$ cat src/rtl/reg_load_sequencer.sv
// Sequencer that loads a 1/2/4-byte big-endian value from a byte-wide memory
// into a downstream shift register, one byte per REQ/WRITE pair.
module reg_load_sequencer (
  input  logic        clk,
  input  logic        rst_n,
  input  logic        start,
  input  logic [1:0]  size,
  input  logic [31:0] base_addr,
  output logic [31:0] mem_addr,
  output logic        mem_read,
  input  logic [7:0]  mem_data,
  input  logic        mem_valid,
  output logic [31:0] reg_i,
  output logic        reg_e,
  output logic [2:0]  reg_fun_sel,
  output logic        busy,
  output logic        done
);

  typedef enum logic [1:0] {
    S_IDLE  = 2'd0,
    S_REQ   = 2'd1,
    S_WRITE = 2'd2,
    S_DONE  = 2'd3
  } state_t;

  localparam logic [2:0] FS_NONE         = 3'b000;
  localparam logic [2:0] FS_CLEAR_LOAD   = 3'b100;
  localparam logic [2:0] FS_SHIFT_INSERT = 3'b110;

  state_t      state;
  logic [1:0]  idx;
  logic [1:0]  size_q;
  logic [31:0] base_q;
  logic [7:0]  byte_q;

  // Index of the final byte: byte -> 0, half -> 1, word and reserved -> 3.
  function automatic logic [1:0] last_idx(input logic [1:0] sz);
    case (sz)
      2'b00:   last_idx = 2'd0;
      2'b01:   last_idx = 2'd1;
      default: last_idx = 2'd3;
    endcase
  endfunction

  // The data path only carries the captured byte while the enable is high.
  assign reg_i = reg_e ? {24'h0, byte_q} : 32'h0;

  // NOTE: all state and registered outputs use non-blocking assignments so
  // every branch below sees the values from before this clock edge.
  always_ff @(posedge clk or negedge rst_n) begin
    if (!rst_n) begin
      state       <= S_IDLE;
      idx         <= 2'd0;
      size_q      <= 2'b00;
      base_q      <= 32'h0;
      byte_q      <= 8'h0;
      mem_addr    <= 32'h0;
      mem_read    <= 1'b0;
      reg_e       <= 1'b0;
      reg_fun_sel <= FS_NONE;
      busy        <= 1'b0;
      done        <= 1'b0;
    end else begin
      case (state)
        S_IDLE: begin
          if (start) begin
            state    <= S_REQ;
            size_q   <= size;
            base_q   <= base_addr;
            idx      <= 2'd0;
            mem_read <= 1'b1;
            mem_addr <= base_addr;
            busy     <= 1'b1;
          end
        end

        S_REQ: begin
          if (mem_valid) begin
            state       <= S_WRITE;
            byte_q      <= mem_data;
            mem_read    <= 1'b0;
            mem_addr    <= 32'h0;
            reg_e       <= 1'b1;
            reg_fun_sel <= (idx == 2'd0) ? FS_CLEAR_LOAD : FS_SHIFT_INSERT;
          end
        end

        S_WRITE: begin
          reg_e       <= 1'b0;
          reg_fun_sel <= FS_NONE;
          if (idx == last_idx(size_q)) begin
            state <= S_DONE;
            done  <= 1'b1;
          end else begin
            state    <= S_REQ;
            idx      <= idx + 2'd1;
            mem_read <= 1'b1;
            // 32-bit add wraps naturally past 0xFFFFFFFF.
            mem_addr <= base_q + {30'd0, idx + 2'd1};
          end
        end

        S_DONE: begin
          state <= S_IDLE;
          done  <= 1'b0;
          busy  <= 1'b0;
        end

        default: begin
          state       <= S_IDLE;
          mem_read    <= 1'b0;
          mem_addr    <= 32'h0;
          reg_e       <= 1'b0;
          reg_fun_sel <= FS_NONE;
          busy        <= 1'b0;
          done        <= 1'b0;
        end
      endcase
    end
  end

  a_done_pulse: assert property (@(posedge clk) disable iff (!rst_n) done |=> !done);
  a_read_busy:  assert property (@(posedge clk) disable iff (!rst_n) mem_read |-> busy);
  a_exclusive:  assert property (@(posedge clk) disable iff (!rst_n) !(mem_read && reg_e));

endmodule

$ cat config.mk
export PLATFORM = sky130hd
export DESIGN_NAME = reg_load_sequencer
export DESIGN_NICKNAME = d
export VERILOG_FILES = /design/src/rtl/reg_load_sequencer.sv
export SDC_FILE = /design/constraint.sdc
export NUM_CORES = 1
export LEC_CHECK = 0
export CELL_PAD_IN_SITES_DETAIL_PLACEMENT = 0
export CELL_PAD_IN_SITES_GLOBAL_PLACEMENT = 2
export CORE_AREA = 2 2 149 108
export DETAILED_ROUTE_END_ITERATION = 10
export DIE_AREA = 0 0 151 110
export HOLD_SLACK_MARGIN = 0.12
export PLACE_DENSITY_LB_ADDON = 0.1
export SKIP_CTS_REPAIR_TIMING = 1
export SLEW_MARGIN = 0
export SYNTH_ARGS = -nofsm -noshare
export SYNTH_HDL_FRONTEND = slang
export SYNTH_SLANG_ARGS = --single-unit
$ cat constraint.sdc
create_clock -name clk -period 3 [get_ports clk]
set_input_delay 0.45 -clock clk [delete_from_list [all_inputs] [get_ports clk]]
set_output_delay 0.45 -clock clk [all_outputs]
set_load 0.01 [all_outputs]
==> results by group, run 1 <==
STA
  • Min cycle time layout: 2810 ps
  • Tcrit/Tclk final: 0.936
  • Worst-Margin Slew: 640 ps
  • RSZ-0062 raised after global routing: false
  • Max-slew headroom: 0.572
  • Final setup vio count: 0
  • Setup TNS: 0 ps
  • Fmax: 356 MHz
  • Fin Clk Skew: 5.56 ps
  • Final hold slack: 98.7 ps
  • Final Hold Fails: 0
  • Setup ws final: 191 ps
  • Final max-slew violation count: 0

Layout
  • Most common cell after layout, fill and taps aside: clkdlybuf4s50_1
  • Reg area: 2080 um2
  • Inserted Diodes: 0
  • Layout cells sized above 1: 0.161
  • Area Growth Syn to Fin: 32.8%
  • Finished Layout Cells: 729
  • Fin util: 0.393
  • Filler cell count: 1525
  • Multi-input logic area: 2160 um2
  • Layout Nets: 578
  • Commonest cells after routing, fill and taps aside: clkdlybuf4s50_1, dfrtp_1, mux2_2

Power and ir drop
  • PD cells: 1130 nW/um2
  • Switching Share: 0.388
  • Sw Pwr: 2600 uW
  • Power Internal: 4090 uW
  • Comb power frac: 0.490
  • Peak VDD IR: 0.373 mV
  • Sequential Power Share: 0.326
  • Share of power burned in the clock network: 0.184
  • Leak Pwr: 0.00252 uW

Route
  • Antenna Nets Post-Route: 0
  • Via count: 3457
  • TritonRoute pass-1 iters: 4
  • DR vias/cell: 4.74
  • Drt initial violations: 209
  • WL final: 12600 um
  • Wirelength per Cell: 17.3 um
  • Residual DRC: 0

Global route
  • Initial antenna violation count: 0
  • First-pass GRT wire length: 20200 um
  • Largest net degree at the start of global routing: 84
  • Vias in the first global route: 3525
  • Total track usage: 0.161
  • GRT overflow: 0

Clock tree
  • Worst-Skew Late Latency: 340 ps
  • Clock buffer depth: 2
  • CTS clk-pin slew, worst paths: 60 ps
  • CTS Sinks: 83
  • Num CTS Buffers: 9
  • CTS tree: built
  • H-tree depth: 3
  • Root Buffer: clkbuf_16

Setup path
  • R2R depth: 9
  • CP cell instances: inv_1 > ha_1 > inv_1 > fa_1 > nand3b_1 > nor4_1 > and2_1 > a211oi_1 > o32a_1
  • Critical path's top delay family: simple AND/OR/NAND/NOR gates
  • Worst path max stage delay: 420 ps
  • Worst Path Arrival: 3030 ps
  • Crit path max fanout: 5
  • CP endpoint kind: flop
  • Crit Path Category: reg -> reg
  • Crit path max-delay cell type: nor4_1
  • Crit start category: flop
  • Bufs and invs on worst path: 2
  • Levels on crit path: 9
  • CP dominant cell by count: inv_1
  • Critical Path RT: 3220 ps

Floorplanning
  • Die width: 151 um
  • Cell Rows: 38
  • Die ar.: 16600 um2
  • Die Ht: 110 um
  • Initial Util: 0.296
  • Core area: 15100 um2
  • Ports: 117

Synth
  • Cells after Synth: 423
  • Yosys reg bits: 83
  • Sequential element share of the synthesized area: 0.464
  • Mean post-synth cell area: 10.6 um2
  • Synth cell types: 49
  • Mapped Area: 4470 um2
  • Number of synthesized flops with an enable pin: 0
  • YS warnings: 0
  • Main synth FF type: dfrtp_1
  • Asr flop ratio synth: 1.00

Place
  • Port Buffers: 91
  • Dpl ws: 135 ps
  • RePlAce Congestion: 0.784
  • Final HPWL DP: 9100 um
  • Placed cells: 713

Min path
  • Worst hold path class: in -> async

Flow run
  • # Max-Cap Violations: 0

Outcome
  • Status: finished, final reports clean
-- final cells by class --
type	instances	share of cell area
Multi-Input combinational cell	306	0.365
Sequential cell	83	0.350
Timing Repair Buffer	107	0.177
Tap cell	200	0.0421
Clock buffer	11	0.0409
Clock inverter	5	0.0143
Inverter	17	0.0107
-- power by group through the flow --
stage	Sequential (uW)	Combinational, uW	Clock, uW
after global placement	2200	3310	0
after CTS	2180	3340	1270
final	2180	3280	1230
after detailed placement	2200	3320	0
after global routing	2290	3640	1310
after floorplan	2170	1940	0
-- layer usage --
metal	routed length, um	GRT usage
met5	0	0
met4	121	0.0414
met3	714	0.0387
met2	5290	0.231
met1	6470	0.243
-- registers in the layout, indices dropped and copies added, names as in the netlist --
register,flops
byte_q,8
size_q,2
base_q,32
mem_read,1
busy,1
state,2
mem_addr,32
reg_fun_sel,2
done,1
idx,2
-- cell usage after synthesis, types with 11 or more instances --
library cell / n / area (um2)
nor2_1: 33 / 124
nand3_1: 11 / 55.1
clkbuf_1: 11 / 41.3
dfrtp_1: 83 / 2080
inv_1: 16 / 60.1
xnor2_1: 16 / 140
nand4_1: 12 / 75.1
mux2_2: 41 / 462
a21oi_1: 13 / 65.1
and3_1: 22 / 138
xor2_1: 11 / 96.3
nand2_1: 23 / 86.3
buf_4: 26 / 195
a221o_1: 16 / 160
-- worst paths after layout --
kind                            slack (ps)                     start                  endpoint
worst max-delay path                   190        idx[1]$_DFFE_PN0P_  mem_addr[22]$_DFFE_PN0P_
worst min-delay path                   100                     rst_n          busy$_DFFE_PN0P_
worst max register to register         190        idx[1]$_DFFE_PN0P_  mem_addr[22]$_DFFE_PN0P_
worst min register to register         480  mem_addr[12]$_DFFE_PN0P_  mem_addr[12]$_DFFE_PN0P_
max in group asynchronous             2440                     rst_n    base_q[20]$_DFFE_PN0P_
min in group clk                       480  mem_addr[12]$_DFFE_PN0P_  mem_addr[12]$_DFFE_PN0P_
-- cell families after synthesis --
| family | share of synthesized area |
|---|---|
| AOI/OAI and AO/OA | 0.107 |
| xor gates and xnor gates | 0.0529 |
| adders and majority gates | 0.0241 |
| buffers and inverters | 0.0716 |
| DFF | 0.464 |
| muxes | 0.108 |
| other | 0.000839 |
| and+or+nand+nor | 0.171 |
-- metrics by stage --
stage / area, um2 / total power [uW]
2_1_floorplan: 4560 / 4100
3_3_place_gp: 5610 / 5510
3_5_place_dp: 5610 / 5520
4_1_cts: 5940 / 6800
5_1_grt: 5940 / 7240
6_report: 5940 / 6690
-- worst reg2reg max path, stage by stage (launching register included) --
cell,delay (ps)
dfrtp_1,410
inv_1,60
ha_1,320
inv_1,70
fa_1,410
nand3b_1,330
nor4_1,420
and2_1,250
a211oi_1,90
o32a_1,350
Note: power is estimated with default switching activity, not from simulation.
==> run 2, diff against run 1 <==
--- a/config.mk
+++ b/config.mk
@@ -8,6 +8,7 @@
 export CELL_PAD_IN_SITES_DETAIL_PLACEMENT = 0
 export CELL_PAD_IN_SITES_GLOBAL_PLACEMENT = 2
 export CORE_AREA = 2 2 149 108
+export CTS_CLUSTER_SIZE = 12
 export DETAILED_ROUTE_END_ITERATION = 10
 export DIE_AREA = 0 0 151 110
 export HOLD_SLACK_MARGIN = 0.12
==> results of run 2 <==
Same layout as run 1: the final DEF is identical, and so are final timing and power.
